### src/rtl/wash_pkg.sv
// Shared types and default constants for the wash-machine sense/timer stage.
package wash_pkg;

    // Phase-timer state; the encoding is fixed so a state decode is stable across builds.
    typedef enum logic [1:0] {
        TMR_IDLE    = 2'b00,
        TMR_RUN     = 2'b01,
        TMR_EXPIRED = 2'b10
    } tmr_state_t;

    localparam int DEF_CLK_DIV     = 100;
    localparam int DEF_CYCLE_TICKS = 30;
    localparam int DEF_SPIN_TICKS  = 10;
    localparam int DEF_DEB_LEN     = 4;
    localparam int DEF_CNT_W       = 16;

endpackage

### src/rtl/level_debounce.sv
// Level-sensor conditioner: 2-flop synchronizer followed by a stability counter.
// The output only follows the synchronized value after DEB_LEN consecutive
// clocks of disagreement, so raw-edge-to-output latency is 2+DEB_LEN clocks.
module level_debounce
    import wash_pkg::*;
#(
    parameter int DEB_LEN = DEF_DEB_LEN
) (
    input  logic clk,
    input  logic reset,
    input  logic i_raw,
    output logic o_level
);

    localparam int CW = (DEB_LEN < 2) ? 1 : $clog2(DEB_LEN + 1);
    localparam logic [CW-1:0] CNT_LAST = CW'(DEB_LEN - 1);

    logic          r_sync1;
    logic          r_sync2;
    logic [CW-1:0] r_cnt;
    logic          r_level;

    // Bring the asynchronous sensor into the clock domain.
    always_ff @(posedge clk or negedge reset) begin
        if (!reset) begin
            r_sync1 <= 1'b0;
            r_sync2 <= 1'b0;
        end else begin
            r_sync1 <= i_raw;
            r_sync2 <= r_sync1;
        end
    end

    // Count clocks of disagreement; accept the new level on the DEB_LEN-th one.
    always_ff @(posedge clk or negedge reset) begin
        if (!reset) begin
            r_cnt   <= '0;
            r_level <= 1'b0;
        end else if (r_sync2 != r_level) begin
            if (r_cnt == CNT_LAST) begin
                r_level <= r_sync2;
                r_cnt   <= '0;
            end else begin
                r_cnt <= r_cnt + CW'(1);
            end
        end else begin
            r_cnt <= '0;
        end
    end

    assign o_level = r_level;

endmodule

### src/rtl/wash_sense_timer.sv
// Stimulus stage for the washing-machine controller: debounced fill/drain
// levels, a sticky sensor-fault flag, and the wash-cycle and spin timers that
// share one prescaler. Timeouts are decodes of the registered timer state.
module wash_sense_timer
    import wash_pkg::*;
#(
    parameter int CLK_DIV     = DEF_CLK_DIV,
    parameter int CYCLE_TICKS = DEF_CYCLE_TICKS,
    parameter int SPIN_TICKS  = DEF_SPIN_TICKS,
    parameter int DEB_LEN     = DEF_DEB_LEN,
    parameter int CNT_W       = DEF_CNT_W
) (
    input  logic clk,
    input  logic reset,
    input  logic level_hi_raw,
    input  logic level_lo_raw,
    input  logic motor_on,
    input  logic drain_value_on,
    output logic filled,
    output logic drained,
    output logic cycle_timeout,
    output logic spin_timeout,
    output logic sensor_fault,
    output logic timer_busy
);

    localparam logic [CNT_W-1:0] PRE_LAST  = CNT_W'(CLK_DIV - 1);
    localparam logic [CNT_W-1:0] CYC_LAST  = CNT_W'(CYCLE_TICKS - 1);
    localparam logic [CNT_W-1:0] SPIN_LAST = CNT_W'(SPIN_TICKS - 1);

    logic             w_filled;
    logic             w_drained;
    logic             w_cyc_en;
    logic             w_spin_en;
    logic             w_tick;
    logic             w_start;
    logic             w_any_run;
    logic [CNT_W-1:0] w_pre_nxt;

    tmr_state_t       r_cyc_state;
    tmr_state_t       w_cyc_state_nxt;
    logic [CNT_W-1:0] r_cyc_cnt;
    logic [CNT_W-1:0] w_cyc_cnt_nxt;

    tmr_state_t       r_spin_state;
    tmr_state_t       w_spin_state_nxt;
    logic [CNT_W-1:0] r_spin_cnt;
    logic [CNT_W-1:0] w_spin_cnt_nxt;

    logic [CNT_W-1:0] r_pre;
    logic             r_fault;

    level_debounce #(.DEB_LEN(DEB_LEN)) u_deb_hi (
        .clk     (clk),
        .reset   (reset),
        .i_raw   (level_hi_raw),
        .o_level (w_filled)
    );

    level_debounce #(.DEB_LEN(DEB_LEN)) u_deb_lo (
        .clk     (clk),
        .reset   (reset),
        .i_raw   (level_lo_raw),
        .o_level (w_drained)
    );

    // Cycle wins if both are requested, so spin is held off while the motor runs.
    assign w_cyc_en  = motor_on;
    assign w_spin_en = drain_value_on & w_drained & ~motor_on;
    assign w_tick    = (r_pre == PRE_LAST);
    assign w_any_run = (r_cyc_state == TMR_RUN) || (r_spin_state == TMR_RUN);
    assign w_start   = ((r_cyc_state == TMR_IDLE) && w_cyc_en) ||
                       ((r_spin_state == TMR_IDLE) && w_spin_en);

    // Wash-cycle timer next state: abort on enable loss, expire on the last tick.
    always_comb begin
        w_cyc_state_nxt = r_cyc_state;
        w_cyc_cnt_nxt   = r_cyc_cnt;
        case (r_cyc_state)
            TMR_IDLE: begin
                if (w_cyc_en) begin
                    w_cyc_state_nxt = TMR_RUN;
                    w_cyc_cnt_nxt   = '0;
                end
            end
            TMR_RUN: begin
                if (!w_cyc_en) begin
                    w_cyc_state_nxt = TMR_IDLE;
                    w_cyc_cnt_nxt   = '0;
                end else if (w_tick) begin
                    if (r_cyc_cnt == CYC_LAST) begin
                        w_cyc_state_nxt = TMR_EXPIRED;
                        w_cyc_cnt_nxt   = '0;
                    end else begin
                        w_cyc_cnt_nxt = r_cyc_cnt + CNT_W'(1);
                    end
                end
            end
            TMR_EXPIRED: begin
                if (!w_cyc_en) w_cyc_state_nxt = TMR_IDLE;
            end
            default: begin
                w_cyc_state_nxt = TMR_IDLE;
                w_cyc_cnt_nxt   = '0;
            end
        endcase
    end

    // Spin timer next state: same shape as the cycle timer with its own length.
    always_comb begin
        w_spin_state_nxt = r_spin_state;
        w_spin_cnt_nxt   = r_spin_cnt;
        case (r_spin_state)
            TMR_IDLE: begin
                if (w_spin_en) begin
                    w_spin_state_nxt = TMR_RUN;
                    w_spin_cnt_nxt   = '0;
                end
            end
            TMR_RUN: begin
                if (!w_spin_en) begin
                    w_spin_state_nxt = TMR_IDLE;
                    w_spin_cnt_nxt   = '0;
                end else if (w_tick) begin
                    if (r_spin_cnt == SPIN_LAST) begin
                        w_spin_state_nxt = TMR_EXPIRED;
                        w_spin_cnt_nxt   = '0;
                    end else begin
                        w_spin_cnt_nxt = r_spin_cnt + CNT_W'(1);
                    end
                end
            end
            TMR_EXPIRED: begin
                if (!w_spin_en) w_spin_state_nxt = TMR_IDLE;
            end
            default: begin
                w_spin_state_nxt = TMR_IDLE;
                w_spin_cnt_nxt   = '0;
            end
        endcase
    end

    // Prescaler restarts on any timer start and only free-runs while a timer is in RUN.
    always_comb begin
        w_pre_nxt = '0;
        if (!w_start && w_any_run && !w_tick) w_pre_nxt = r_pre + CNT_W'(1);
    end

    // State registers for both timers and the shared prescaler.
    always_ff @(posedge clk or negedge reset) begin
        if (!reset) begin
            r_cyc_state  <= TMR_IDLE;
            r_cyc_cnt    <= '0;
            r_spin_state <= TMR_IDLE;
            r_spin_cnt   <= '0;
            r_pre        <= '0;
        end else begin
            r_cyc_state  <= w_cyc_state_nxt;
            r_cyc_cnt    <= w_cyc_cnt_nxt;
            r_spin_state <= w_spin_state_nxt;
            r_spin_cnt   <= w_spin_cnt_nxt;
            r_pre        <= w_pre_nxt;
        end
    end

    // Remember any moment where full and empty were both reported.
    always_ff @(posedge clk or negedge reset) begin
        if (!reset) r_fault <= 1'b0;
        else        r_fault <= r_fault | (w_filled & w_drained);
    end

    assign filled        = w_filled;
    assign drained       = w_drained;
    assign cycle_timeout = (r_cyc_state == TMR_EXPIRED);
    assign spin_timeout  = (r_spin_state == TMR_EXPIRED);
    assign sensor_fault  = r_fault | (w_filled & w_drained);
    assign timer_busy    = (r_cyc_state == TMR_RUN) || (r_spin_state == TMR_RUN);

endmodule
### config.mk
export PLATFORM = sky130hd
export DESIGN_NAME = wash_sense_timer
export DESIGN_NICKNAME = d
export VERILOG_FILES = /design/src/rtl/wash_pkg.sv /design/src/rtl/level_debounce.sv /design/src/rtl/wash_sense_timer.sv
export SDC_FILE = /design/constraint.sdc
export NUM_CORES = 1
export LEC_CHECK = 0
export CORE_MARGIN = 1.5
export CORE_UTILIZATION = 60
export CTS_CLUSTER_SIZE = 25
export DETAILED_ROUTE_END_ITERATION = 10
export HOLD_SLACK_MARGIN = 0.12
export PLACE_DENSITY = 0.8
export SYNTH_ARGS = -nofsm -noshare
export SYNTH_HDL_FRONTEND = slang
export SYNTH_SLANG_ARGS = --single-unit
### constraint.sdc
create_clock -name clk -period 5.9 [get_ports clk]
set_input_delay 1.77 -clock clk [delete_from_list [all_inputs] [get_ports clk]]
set_output_delay 1.77 -clock clk [all_outputs]
set_load 0.02 [all_outputs]
* After elaboration in Yosys (flattened, before gate mapping)
Cells that the tools add are included.
** Word-level totals
- Register bits after elaboration :: 65
- Output and inout port bits :: 6
- Word-level logic and storage cells :: 88
- Input port bits :: 6
** Operators by class
- Add/sub/neg operators :: 5
- Equal/unequal tests :: 19
- Bitwise gates (word level) :: 7
- Mux-type cells :: 27
- Reductions and logical operators :: 16
** Operator list (number)
- two-way mux 16 bit :: 9
- one-hot mux 16 bit (3 select lines) :: 2
- adder 16 x 1 -> 16 bit, second input constant :: 3
- two-way mux 2 bit :: 10
- equality test 16 x 4 -> 1 bit, second input constant :: 1
- equality test 16 x 5 -> 1 bit, second input constant :: 1
- equality test 16 x 7 -> 1 bit, second input constant :: 1
- two-way mux 3 bit :: 4
- one-hot mux 2 bit (3 select lines) :: 2
- != test 2 bit, second input constant :: 4
- AND reduction 4 bit :: 2
- adder 3 x 1 -> 3 bit, second input constant :: 2
- equality test 3 x 2 -> 1 bit, second input constant :: 2
- != test 3 x 2 -> 1 bit, second input constant :: 2
- != test 3 bit, second input constant :: 2
- AND reduction 3 bit :: 2
- equality test 2 x 1 -> 1 bit, second input constant :: 2
- equality test 2 bit, second input constant :: 2
- logical AND 1 bit :: 4
- logical NOT 2 bit :: 2
- AND reduction 2 bit :: 2
- bitwise AND 1 bit :: 3
- NOT 1 bit :: 3
- logical NOT 1 bit :: 2
- 3 further kinds :: 5

* Logic depth before layout (Yosys ltp)
- Word-level depth :: 8
- Depth in mapped cells :: 8
- Depth with buffers taken out :: 7

* By module
A second synthesis with hierarchy kept.
** Second synthesis, totals
- Cell total of the unflattened synthesis :: 364
- Area total of the unflattened synthesis :: 3390.8 um^2
** Modules (own cells, without submodules)
- wash_sense_timer :: sequential area each 1326.3 um^2, instances 1, cells each 338, area each 2957.8 um^2
- level_debounce :: sequential area each 150.1 um^2, instances 2, cells each 13, area each 216.5 um^2

* Least setup slack after synthesis
Ideal clock, no wire load.
- Path kind :: input-to-reg
- Start :: input port motor_on
- End :: register r_cyc_cnt[11]
- Setup time :: 0.069 ns
- Path slack :: 2.804 ns
- Data required time :: 5.831 ns
- Path buffers :: 0
- Arrival :: 3.027 ns
- Stages :: 5
- Path through :: nand2b_1 > a2111oi_0 > nand2_1 > or4_1 > nand3_1
** On the way
- Cells in the longest elaborated chain, start to end :: 2
- Elaborated cells between the ends (all ways) :: 5
- Classes of those cells :: eq/ne: 2; mux: 2; reduce/logical: 1
** RTL lines
- start, declared :: line wash_sense_timer.sv:17 : input logic motor_on,
- != test 3 bit (no source line), or another cell as far along
- AND reduction 3 bit (no source line) or one-hot mux 16 bit (3 select lines) (tied branches)
- end signal, assigned :: line wash_sense_timer.sv:159 : r_cyc_cnt <= w_cyc_cnt_nxt;
- end, declared :: line wash_sense_timer.sv:42 : logic [CNT_W-1:0] r_cyc_cnt;
Several ways; a longest one is shown, not always the timed one.
A chain may end at the register's enable or synchronous reset.

* Worst setup path in the final report
- Start :: input port motor_on
- End :: register r_spin_cnt[2]
** On the way
- Cells in the longest elaborated chain, start to end :: 4
- Elaborated cells between the ends (all ways) :: 7
- Classes of those cells :: eq/ne: 2; mux: 2; bitwise: 2; reduce/logical: 1
** RTL lines
- NOT 1 bit * :: line wash_sense_timer.sv:69 : assign w_spin_en = drain_value_on & w_drained & ~motor_on;
- bitwise AND 1 bit * :: line wash_sense_timer.sv:69
- != test 3 bit (no source line), or another cell as far along
- AND reduction 3 bit (no source line) or one-hot mux 16 bit (3 select lines) (tied branches)
- end signal, assigned :: line wash_sense_timer.sv:161 : r_spin_cnt <= w_spin_cnt_nxt;
- end, declared :: line wash_sense_timer.sv:47 : logic [CNT_W-1:0] r_spin_cnt;
Every way passes the cells marked *; elsewhere a longest branch is shown, timed or not.

==> results.py <==
metrics = {
    "sta": {
        "tightest_slew_ns": 0.996,
        "max_freq_ghz": 0.254,
        "maxSlewViolCount": 0,
        "fin_crit_ns": 3.94,
        "slew_headroom_pct": 33.1,
        "setup_viol": 0,
        "setup_tns_ns": 0,
        "finClkSkew_ns": 0.00661,
        "hold_violations": 0,
        "post-route-period-util_pct": 66.8,
        "rsz0062_at_grt": "no",
    },
    "clock_tree": {
        "root_buffer": "clkbuf_8",
        "cts_resized": 0,
        "hold_buffers": 0,
        "clk_pin_slew_ns": 0.07,
        "htreeDepth": 3,
        "tritoncts": "yes",
        "cts_sinks": 65,
        "post_cts_buffers": 0,
        "clock_latency_ns": 0.34,
        "clockBufferDepth": 2,
        "cts_buffers": 9,
    },
    "logic_synthesis": {
        "netlist_instances": 353,
        "async_flop_share_pct": 100,
        "synth.distinct_cells": 49,
        "syn_avg_cell_area_um2": 9.68,
        "synth_seq_area_share_pct": 47.6,
        "synth_nets": 366,
        "syn-cell-area_mm2": 0.00342,
        "ys.warnings.count": 0,
        "synth_edf_count": 0,
        "synth-seq-cells": 65,
        "synthFlopType": "dfrtp_1",
    },
    "power_and_ir_drop": {
        "p_leak_nw": 1.56,
        "power_switching_share_pct": 27.4,
        "pwr-share-clk_pct": 36.9,
        "power_density_mw_per_mm2": 270,
        "max-vdd-ir-drop_mv": 0.193,
        "p_int_mw": 0.739,
        "netSwitchingPower_mw": 0.279,
        "pwr-share-comb_pct": 13.6,
        "sequentialPowerShare_pct": 49.4,
        "total_power_mw": 1.02,
    },
    "run_status": {
        "status": "finished clean",
    },
    "job": {
        "drv_cap": 0,
    },
    "final_layout": {
        "final_cell_mix": "dfrtp_1, nand2_1, nand3_1, o21ai_0, nor2_1",
        "layout.nets": 380,
        "multi_input_area_mm2": 0.00171,
        "fillCellCount": 444,
        "drive_above_1_share_pct": 7.82,
        "seq_area_mm2": 0.00163,
        "stdcell_count": 443,
        "diodes": 0,
        "final_common_cell": "dfrtp_1",
        "final_util_pct": 68.5,
        "syn_to_final_growth_pct": 10.5,
    },
    "place": {
        "dp_cells": 428,
        "gp_congestion": 0.845,
        "port_buffers": 11,
        "dp_hpwl_um": 4610,
    },
    "grt": {
        "track_usage_pct": 24.7,
        "grt_pass1_wl_um": 11900,
        "grt_pass1_vias": 2587,
        "grt_max_degree": 66,
        "grt_overflow": 0,
        "antenna_found_initial": 0,
    },
    "route": {
        "dr_wl_met3_um": 222,
        "routed.top_layer": "met4",
        "firstDrtPassIters": 4,
        "wl_per_cell_um": 15.6,
        "vias": 2720,
        "viasPerCell": 6.14,
        "final_antenna_net_count": 0,
        "wirelength_um": 6890,
        "dr_wl_met2_um": 3270,
        "wl_met1_um": 3250,
        "drc": 0,
        "first_iter_violations": 164,
    },
    "floorplan": {
        "die-area_mm2": 0.00615,
        "die_h_um": 78.5,
        "io_pins": 12,
        "core-area_mm2": 0.00551,
        "rows": 27,
        "start_util_pct": 62.0,
        "die_w_um": 78.5,
    },
    "worst_setup_path": {
        "worst_ep_required_time_ns": 6.16,
        "cp_max_fo": 17,
        "path_class": "input port to flip-flop",
        "critPathArrivalTime_ns": 4.21,
        "end_kind": "flip-flop",
        "startpoint_type": "input port",
    },
    "hold_path": {
        "min_path_type": "flip-flop to flip-flop",
    },
}
==> state kept, by name, summed over array words and instances (netlist names), 2 cells and up <==
name and cells:
r_cyc_state 2, r_spin_cnt 16, u_deb_hi.r_cnt 3, r_cyc_cnt 16, r_pre 16, u_deb_lo.r_cnt 3, r_spin_state 2
==> power by group through the flow <==
stage,logic [mW],clock network (mW),registers (mW)
final,0.139,0.376,0.503
after global routing,0.158,0.398,0.506
after CTS,0.140,0.382,0.502
after detailed placement,0.139,0,0.510
after global placement,0.134,0,0.508
after floorplan,0.0847,0,0.512
==> logic make-up after synthesis <==
group | after synthesis | synth area share, %
AOI/OAI and AO/OA | 69 | 12.5
muxes | 13 | 3.96
DFF | 65 | 47.6
and+or+nand+nor | 165 | 27.0
adders and majority gates | 7 | 2.56
buffers and inverters | 18 | 2.27
xor gates and xnor gates | 16 | 4.10
==> worst paths after layout <==
kind / from / to / slack (ns) / depth (start not counted)
min: u_deb_hi.r_sync1 / u_deb_hi.r_sync2 / 0.35 / 0
max reg2reg: r_pre[0] / r_spin_cnt[7] / 3.08 / 6
min in group asynchronous: reset / u_deb_hi.r_cnt[2] / 1.59 / 2
min reg2reg: u_deb_hi.r_sync1 / u_deb_hi.r_sync2 / 0.35 / 0
max in group asynchronous: reset / r_cyc_cnt[14] / 3.78 / 2
max: motor_on / r_spin_cnt[2] / 1.96 / 6
==> cells in the mapped netlist, types with 7 or more instances <==
cell | count | area [um2]
dfrtp_1 | 65 | 1630
nand2_1 | 31 | 116
nand3_1 | 30 | 150
nor2_1 | 26 | 97.6
o21ai_0 | 26 | 130
a21oi_1 | 14 | 70.1
nand4_1 | 13 | 81.3
nor2b_1 | 10 | 62.6
nor3_1 | 10 | 50.1
and3_1 | 9 | 56.3
mux2i_1 | 9 | 90.1
xor2_1 | 9 | 78.8
inv_1 | 8 | 30.0
clkbuf_1 | 7 | 26.3
ha_1 | 7 | 87.6
or4_1 | 7 | 52.6
xnor2_1 | 7 | 61.3
==> layout make-up <==
class                           count  share of cell area [%]
Sequential cell                    65                    43.1
Inverter                            8                   0.796
Timing Repair Buffer               13                    3.18
Tap cell                           72                    2.39
Multi-Input combinational cell    270                    45.4
Clock buffer                       11                    3.75
Clock inverter                      4                    1.43
==> worst max-delay path, cell delays in order <==
cell and delay (ns):
clkdlybuf4s50_1 0.51, and4bb_2 0.37, nand2_1 0.28, o21ai_1 0.88, o21ai_0 0.25, o21ai_1 0.14
==> routing by layer <==
| layer | GRT usage (%) | up-vias |
|---|---|---|
| met2 | 39.6 | 54 |
| li1 | - | 1330 |
| met4 | 12.3 | 0 |
| met5 | 0 | - |
| met3 | 4.19 | 14 |
| met1 | 32.5 | 1322 |
==> stage by stage <==
| step | area, um2 | hold slack [ns] | setup slack [ns] |
|---|---|---|---|
| 5_1_grt | 3770 | 0.354 | 1.76 |
| 4_1_cts | 3770 | 0.353 | 1.97 |
| 2_1_floorplan | 3420 | 0.331 | 2.80 |
| 3_5_place_dp | 3580 | 0.336 | 1.60 |
| 3_3_place_gp | 3580 | 0.333 | 1.76 |
| 6_report | 3770 | 0.351 | 1.96 |
Power figures use the tool's default switching activity.
